File: src/rtl/bcd_segment_counter.sv
// rtl/bcd_segment_counter.sv - four-digit BCD up/down counter with prescaler and 7-segment encoders (option: LEADING_ZERO_BLANK_EN)
module bcd_segment_counter #(
    parameter int TICK_DIV = 1000000,
    parameter int TICK_W   = 20
) (
    input  logic        clk,
    input  logic        reset,
    input  logic        run,
    input  logic        up,
    input  logic        step,
    input  logic        clear,
    output logic [15:0] bcd,
    output logic [6:0]  digit_0,
    output logic [6:0]  digit_1,
    output logic [6:0]  digit_2,
    output logic [6:0]  digit_3,
    output logic        wrap
);

    logic [TICK_W-1:0] prescaler;
    logic              tick;
    logic              ev;
    logic [15:0]       bcd_next;
    logic              wrap_next;

    function automatic logic [6:0] seg7(input logic [3:0] nib);
        case (nib)
            4'd0:    seg7 = 7'h3F;
            4'd1:    seg7 = 7'h06;
            4'd2:    seg7 = 7'h5B;
            4'd3:    seg7 = 7'h4F;
            4'd4:    seg7 = 7'h66;
            4'd5:    seg7 = 7'h6D;
            4'd6:    seg7 = 7'h7D;
            4'd7:    seg7 = 7'h07;
            4'd8:    seg7 = 7'h7F;
            4'd9:    seg7 = 7'h6F;
            default: seg7 = 7'h00;
        endcase
    endfunction

    assign tick = run && (prescaler == TICK_W'(TICK_DIV - 1));
    assign ev   = (run && tick) || (!run && step);

    always_ff @(posedge clk) begin
        if (reset || clear) begin
            prescaler <= '0;
        end else if (run) begin
            if (tick) prescaler <= '0;
            else      prescaler <= prescaler + 1'b1;
        end
    end

    // Per-nibble decimal ripple; the final carry/borrow out is the wrap condition.
    always_comb begin
        logic       carry;
        logic [3:0] nib;
        bcd_next = bcd;
        carry    = 1'b1;
        nib      = 4'd0;
        for (int i = 0; i < 4; i++) begin
            nib = bcd[4*i +: 4];
            if (carry) begin
                if (up) begin
                    if (nib == 4'd9) begin
                        bcd_next[4*i +: 4] = 4'd0;
                    end else begin
                        bcd_next[4*i +: 4] = nib + 4'd1;
                        carry = 1'b0;
                    end
                end else begin
                    if (nib == 4'd0) begin
                        bcd_next[4*i +: 4] = 4'd9;
                    end else begin
                        bcd_next[4*i +: 4] = nib - 4'd1;
                        carry = 1'b0;
                    end
                end
            end
        end
        wrap_next = carry;
    end

    always_ff @(posedge clk) begin
        if (reset || clear) begin
            bcd  <= 16'h0000;
            wrap <= 1'b0;
        end else if (ev) begin
            bcd  <= bcd_next;
            wrap <= wrap_next;
        end else begin
            wrap <= 1'b0;
        end
    end

    logic blank_1, blank_2, blank_3;

`ifdef LEADING_ZERO_BLANK_EN
    assign blank_3 = (bcd[15:12] == 4'd0);
    assign blank_2 = blank_3 && (bcd[11:8] == 4'd0);
    assign blank_1 = blank_2 && (bcd[7:4] == 4'd0);
`else
    assign blank_3 = 1'b0;
    assign blank_2 = 1'b0;
    assign blank_1 = 1'b0;
`endif

    always_ff @(posedge clk) begin
        if (reset) begin
            digit_0 <= 7'h3F;
`ifdef LEADING_ZERO_BLANK_EN
            digit_1 <= 7'h00;
            digit_2 <= 7'h00;
            digit_3 <= 7'h00;
`else
            digit_1 <= 7'h3F;
            digit_2 <= 7'h3F;
            digit_3 <= 7'h3F;
`endif
        end else begin
            digit_0 <= seg7(bcd[3:0]);
            digit_1 <= blank_1 ? 7'h00 : seg7(bcd[7:4]);
            digit_2 <= blank_2 ? 7'h00 : seg7(bcd[11:8]);
            digit_3 <= blank_3 ? 7'h00 : seg7(bcd[15:12]);
        end
    end

endmodule
File: config.mk
export PLATFORM = sky130hd
export DESIGN_NAME = bcd_segment_counter
export DESIGN_NICKNAME = d
export VERILOG_FILES = /design/src/rtl/bcd_segment_counter.sv
export SDC_FILE = /design/constraint.sdc
export NUM_CORES = 1
export LEC_CHECK = 0
export BUFFER_PORTS_ARGS = -buffer_cell sky130_fd_sc_hd__buf_2
export CORE_UTILIZATION = 32
export DETAILED_ROUTE_END_ITERATION = 10
export PLACE_DENSITY = 0.63
export SETUP_SLACK_MARGIN = 0.02
export SLEW_MARGIN = 20
export SYNTH_ARGS = -nofsm -noshare
export SYNTH_HDL_FRONTEND = slang
export SYNTH_SLANG_ARGS = --single-unit
File: constraint.sdc
create_clock -name clk -period 2.1 [get_ports clk]
set_input_delay 0 -clock clk [delete_from_list [all_inputs] [get_ports clk]]
set_output_delay 0 -clock clk [all_outputs]
set_load 0.03 [all_outputs]
# Word-level counts from Yosys, hierarchy flattened
# Memories as Yosys holds them, arrays and structs flattened. A register that Yosys moved wholly into a read port is not among the register bits.
# Cells that the tools add are included.
dict set report word_totals {
  register_bits 37
  rom_bits 448
  in_bits 6
  output_inout_bits 45
  elab_cells 67
  memories 4
}
dict set report classes {
  n_addsub 9
  n_eq_ne 5
  n_mux 27
  bitwise 2
  reduce_logical 14
}
# name depth width rd rd_clocked_by_memory_dff write_ports line_no
set memory_table {}
lappend memory_table {{(name not given)} 16 7 1 1 0 27} ;# case (nib)
lappend memory_table {{(name not given)} 16 7 1 1 0 27}
lappend memory_table {{(name not given)} 16 7 1 1 0 27}
lappend memory_table {{(name not given)} 16 7 1 1 0 27}
# op n
set ops {}
lappend ops {{$mux 4} 12}
lappend ops {{$add 20x1->20 const B} 1}
lappend ops {{$eq 20x20->1 const B} 1}
lappend ops {{$mux 20} 1}
lappend ops {{$add 4x1->4 const B} 4}
lappend ops {{$eq 4x4->1 const B} 4}
lappend ops {{$logic_not 4->1} 4}
lappend ops {{$sub 4x1->4 const B} 4}
lappend ops {{$mux 1} 14}
lappend ops {{$reduce_and 2->1} 3}
lappend ops {{$logic_and 1x1->1} 3}
lappend ops {{$reduce_or 3->1} 1}
lappend ops {{$logic_or 1x1->1} 2}
lappend ops {{$not 1->1} 2}
lappend ops {{$logic_not 1->1} 1}

# Longest topological paths before layout
dict set report logic_depth {
  ltp_word 7
  mapped_depth 8
  depth_no_buf 7
}

# Worst setup path before layout
# Ideal clock, no wire load.
dict set report synth_path {
  path_type {reg-to-reg}
  startpoint {register bcd[0]}
  endpoint {register bcd[14]}
  t_arrival_ns 2.153
  t_required_ns 1.968
  setup_slack_ns -0.185
  stages_incl_launch_ff 8
  n_path_buf 0
  synth_period_minus_slack_ns 2.285
  path_cell_list {dfxtp_1 -> inv_1 -> ha_1 -> nor4b_1 -> o221ai_1 -> or2_2 -> o21ai_0 -> a21oi_1}
}
dict set report synth_via {
  elab_chain_cells 6
}
# item line_no
set synth_rtl {}
lappend synth_rtl {{start: declaration} 12} ;# output logic [15:0] bcd,
lappend synth_rtl {{start signal: assignment} 89} ;# bcd <= bcd_next;
lappend synth_rtl {{$eq 4x4->1 / $logic_not 4->1 (equally long branches)} {65, 72}}
lappend synth_rtl {{$mux 1 (on tied branches)} {65, 72}}
lappend synth_rtl {{$mux 1 (*)} 64} ;# if (up) begin
lappend synth_rtl {{$mux 1 (*) (2 in series)} 63} ;# if (carry) begin
lappend synth_rtl {{$reduce_and 2->1 (no source line) (*)} n/a}
# Every way passes the cells marked *; elsewhere a longest branch is shown, timed or not.
# A chain may end at the register's enable or synchronous reset.

# Worst setup path in the final report
dict set report layout_path {
  startpoint {register prescaler[0]}
  endpoint {register bcd[10]}
}
dict set report layout_via {
  elab_chain_cells 5
}
# item line_no
set layout_rtl {}
lappend layout_rtl {{start: declaration} 20} ;# logic [TICK_W-1:0] prescaler;
lappend layout_rtl {{start signal: assignment} 50} ;# else prescaler <= prescaler + 1'b1;
lappend layout_rtl {{$eq 20x20->1} 42} ;# assign tick = run && (prescaler == TICK_W'(TICK_DIV - 1));
lappend layout_rtl {{$logic_and 1x1->1} 42}
lappend layout_rtl {{$logic_and 1x1->1} 43} ;# assign ev = (run && tick) || (!run && step);
lappend layout_rtl {{$logic_or 1x1->1} 43}
lappend layout_rtl {{$reduce_and 2->1 (no source line)} n/a}
# No other way between the ends.

==> results <==
- Clock latency on the worst-skew pair, taken at its later pin, is 0.34 ns.
- The flow ran to the end, and the final reports show no timing, DRC or antenna violations.
- The total routing usage reported by global routing is 15.9%.
- The worst hold path endpoint is bcd[11]$_SDFFE_PP0P_.
- The mapped netlist covers 0.00374 mm².
- TritonCTS created 9 clock buffers.
- Setup violations remaining at the end of the flow were counted as 0.
- Once layout is complete, the utilization of the core stands at 40.9%.
- The largest single stage delay on the critical path is 0.54 ns.
- The detailed-routing iteration count for the pre-antenna-repair pass is 4.
- The wire length of the first global-routing pass is 15.0 mm.
- Power spread over the standard cell area amounts to 696 mW/mm².
- The starting density of the core is 32.8%.
- In the synthesized netlist, the number of instances is 463.
- The peak clock frequency supported by timing is 0.512 GHz.
- The launching instance or port of the critical path is prescaler[0]$_SDFFE_PP0P_.
- In the synthesized netlist the async set-or-reset flop fraction comes to 0%.
- The maximum ir drop on the vdd rail is 0.302 mV.
- Measured along the x axis, the die boundary spans 110 µm.
- The post-synth net total is 502.
- In the final layout, the share of cells above drive strength 1 is 22.3%.
- The number of max-cap violations is 0.
- The total negative slack is 0 ns.
- The final weighted congestion in routability-driven placement is 0.799.
- The H-tree generated during clock tree synthesis spans 3 levels.
- The worst hold-check slack is 0.0906 ns.
- The number of setup buffers added after CTS is 0.
- During synthesis, Yosys emitted a total of 0 warnings.
- The number of cells on the worst reg-to-reg path is 6.
- In this run the cell area measured after placement is 0.00430 mm².
- Of the synthesized area, sequential elements account for 34.8%.
- The clock passes through at most 2 buffers.
- Summed over all instances, the cell type with the most area after synthesis is dfxtp_1.
- The number of ports placed on the die boundary is 51.
- Input and output buffers added on the ports amount to 50.
- The final layout contains 568 nets.
- The wire length per cell is 13.1 µm.
- The commonest cells after synthesis are dfxtp_1, nor2_1, o21ai_0, ha_1.
- The worst hold path startpoint is clear.
- The final-report max-slew violation count is 0.
- Setup repair after global routing left no endpoint under its margin.
- The worst path arrival time is 2.16 ns.
- For this design, the slowest cell found on the critical path is or4_4.
- Summing over every cut layer, the via total after detailed routing is 3,401.
- The initial antenna violation count is 0.
- The repair_antennas step left the layout with diodes totalling 0.
- After the first detailed-routing iteration, the DRC count stood at 117.
- TritonCTS built the clock tree.
- The die footprint is 0.0121 mm².
- OpenSTA, run right after detailed placement, puts the worst setup slack at -0.112 ns.
- Synthesis inferred 65 register bits.
- The largest net degree at the start of global routing is 26.
- The average footprint of a synthesized cell is 8.08 µm².
- The vertical die dimension is 110 µm.
- For this run the aggregate overflow at the end of global routing stands at 0.
- For the pin with the worst max-slew slack, the measured transition is 0.626 ns.
- STA classifies the critical path endpoint as a flip-flop.
- In this run the worst path has a maximum fanout of 18.
- Once layout is complete, the cells apart from fillers number 677.
- The synthesized design contains 0 enable-type register cells.
- The worst pin sits at a relative slew slack of 57.9%.
- In the post-synthesis netlist, the biggest area contributors are dfxtp_1, ha_1, o21ai_0, nor2_1, a21oi_1.
- The leakage power is 1.88 nW.
- From synthesis to final layout, the design area changed by 24.8%.
- The flop-to-flop setup slack is 0.15 ns.
- The final hold violation count is 0.
- The worst register-to-register path begins at prescaler[0]$_SDFFE_PP0P_.
- The routed design has 8.89 mm of wire.
- The top flip-flop cell by instance count after synthesis is dfxtp_1.
- Traced cell by cell, the critical path runs through ha_1 > nand2_1 > or4_4 > o21a_4 > a2111oi_2 > a211oi_1.
- The shortest period the worst path allows is 1.95 ns.
- The total placed cells including tap cells is 660.
- STA classifies the critical path startpoint as a flip-flop.
- In the finished design, the share of the clock period the worst path needs comes to 93.1%.
- In this run the standard cell core region covers 0.0114 mm².
- The buffer type at the clock tree root is clkbuf_16.
- The design draws 3.25 mW.
- The class of the most critical hold timing path is in2reg.
- Dividing the detail-routed via count by the number of cells gives 5.02.
- The remaining antenna violation count after routing is 0.
- The number of distinct library cell variants in the gate-level netlist after synthesis is 53.
- Clock-pin slew was measured on the worst setup and hold paths at 0.06 ns.
- The via count of the first global-routing pass was 3,147.
- The post-DP HPWL is 6.12 mm.
- The required arrival time at the worst endpoint is 2.31 ns.
- The setup path with the least slack is of type reg2reg.
- dfxtp_1 is the most common cell in the netlist.
- The endpoint of the lowest-slack register-to-register path is bcd[10]$_SDFFE_PP0P_.
- The detailed-route DRC error count is 0.
- After routing the design area is 0.00467 mm².
- Setup slack closes at 0.146 ns.
- Row generation in the floorplan step produced 39 rows.
- The depth of the worst hold-timing path is 4.
- The total of fill cells in the finished design is 1,154.
- In this run the biggest area consumer among cell types represents 34.8% of the synthesized area.
- The count of clock tree sinks is 65.
- The final setup skew is 0.00626 ns.
[logic make-up (layout without fill, tap and decap cells)]
logic type / count (synthesis) / count (layout) / synth area share (%)
mux: 1 / 1 / 0.268
fa+ha+maj: 33 / 33 / 11.0
buf+inv: 49 / 120 / 5.52
compound gates: 128 / 128 / 20.9
xor+xnor: 23 / 23 / 5.38
flops: 65 / 65 / 34.8
simple gates: 164 / 164 / 22.1
[state kept, by name (all words and copies together), names as in the netlist]
| signal | cells |
|---|---|
| digit_1 | 7 |
| bcd | 16 |
| digit_2 | 7 |
| wrap | 1 |
| prescaler | 20 |
| digit_3 | 7 |
| digit_0 | 7 |
[how the worst max path moves through the flow]
stage / endpoint / depth (start not counted)
floorplan: bcd[10]$_SDFFE_PP0P_ / 7
global placement: bcd[4]$_SDFFE_PP0P_ / 6
detailed placement: bcd[5]$_SDFFE_PP0P_ / 6
CTS: bcd[5]$_SDFFE_PP0P_ / 6
global route: bcd[14]$_SDFFE_PP0P_ / 7
finish: bcd[10]$_SDFFE_PP0P_ / 6
[cell type report]
| type | instances | area [µm²] | share of cell area (%) |
|---|---|---|---|
| flip-flops and latches | 65 | 1310 | 27.9 |
| inverters | 21 | 78.8 | 1.69 |
| repair buffers | 83 | 500 | 10.7 |
| clock inverters | 5 | 103 | 2.20 |
| well taps | 143 | 179 | 3.83 |
| multi-input cells | 349 | 2260 | 48.4 |
| clock buffers | 11 | 243 | 5.20 |
[cell usage in the layout (no fill, tap or decap), drive strengths merged, types with 10 or more instances in the layout]
cell type and instances:
buf 82, nor2 55, nor3 10, xor2 16, inv 21, a21oi 31
clkbuf 11, nand2b 11, o21ai 44, dfxtp 65, nand2 32, ha 33
nand3 11
[what timing repair did]
action,4_1_cts,5_1_grt
resized for setup,2,3
setup endpoints to repair,6,4
hold buffers,1,0
hold endpoints to repair,1,0
pin swaps,0,0
[worst max-delay path, delay by kind of cell (launching register included)]
family                     cells  cell delay [ns]
AOI/OAI and AO/OA              3             0.69
and+or+nand+nor                2             0.61
adders and majority gates      1             0.18
DFF                            1             0.33
[per-layer routing]
metal  global-route usage (%)  part of all wire, %  vias to the layer above
li1                         -                    -                     1752
met1                     20.5                   48                     1566
met2                     25.0                   45                       72
met3                     3.23                  4.8                       11
met4                     8.65                  2.3                        0
met5                        0                    0                        -
[where the power goes]
| group | switching (mW) | total [mW] | internal, mW |
|---|---|---|---|
| Sequential | 0.00781 | 1.26 | 1.25 |
| Combinational | 0.156 | 0.240 | 0.0839 |
| Clock | 0.564 | 1.75 | 1.19 |
(Power assumes the default switching activity.)
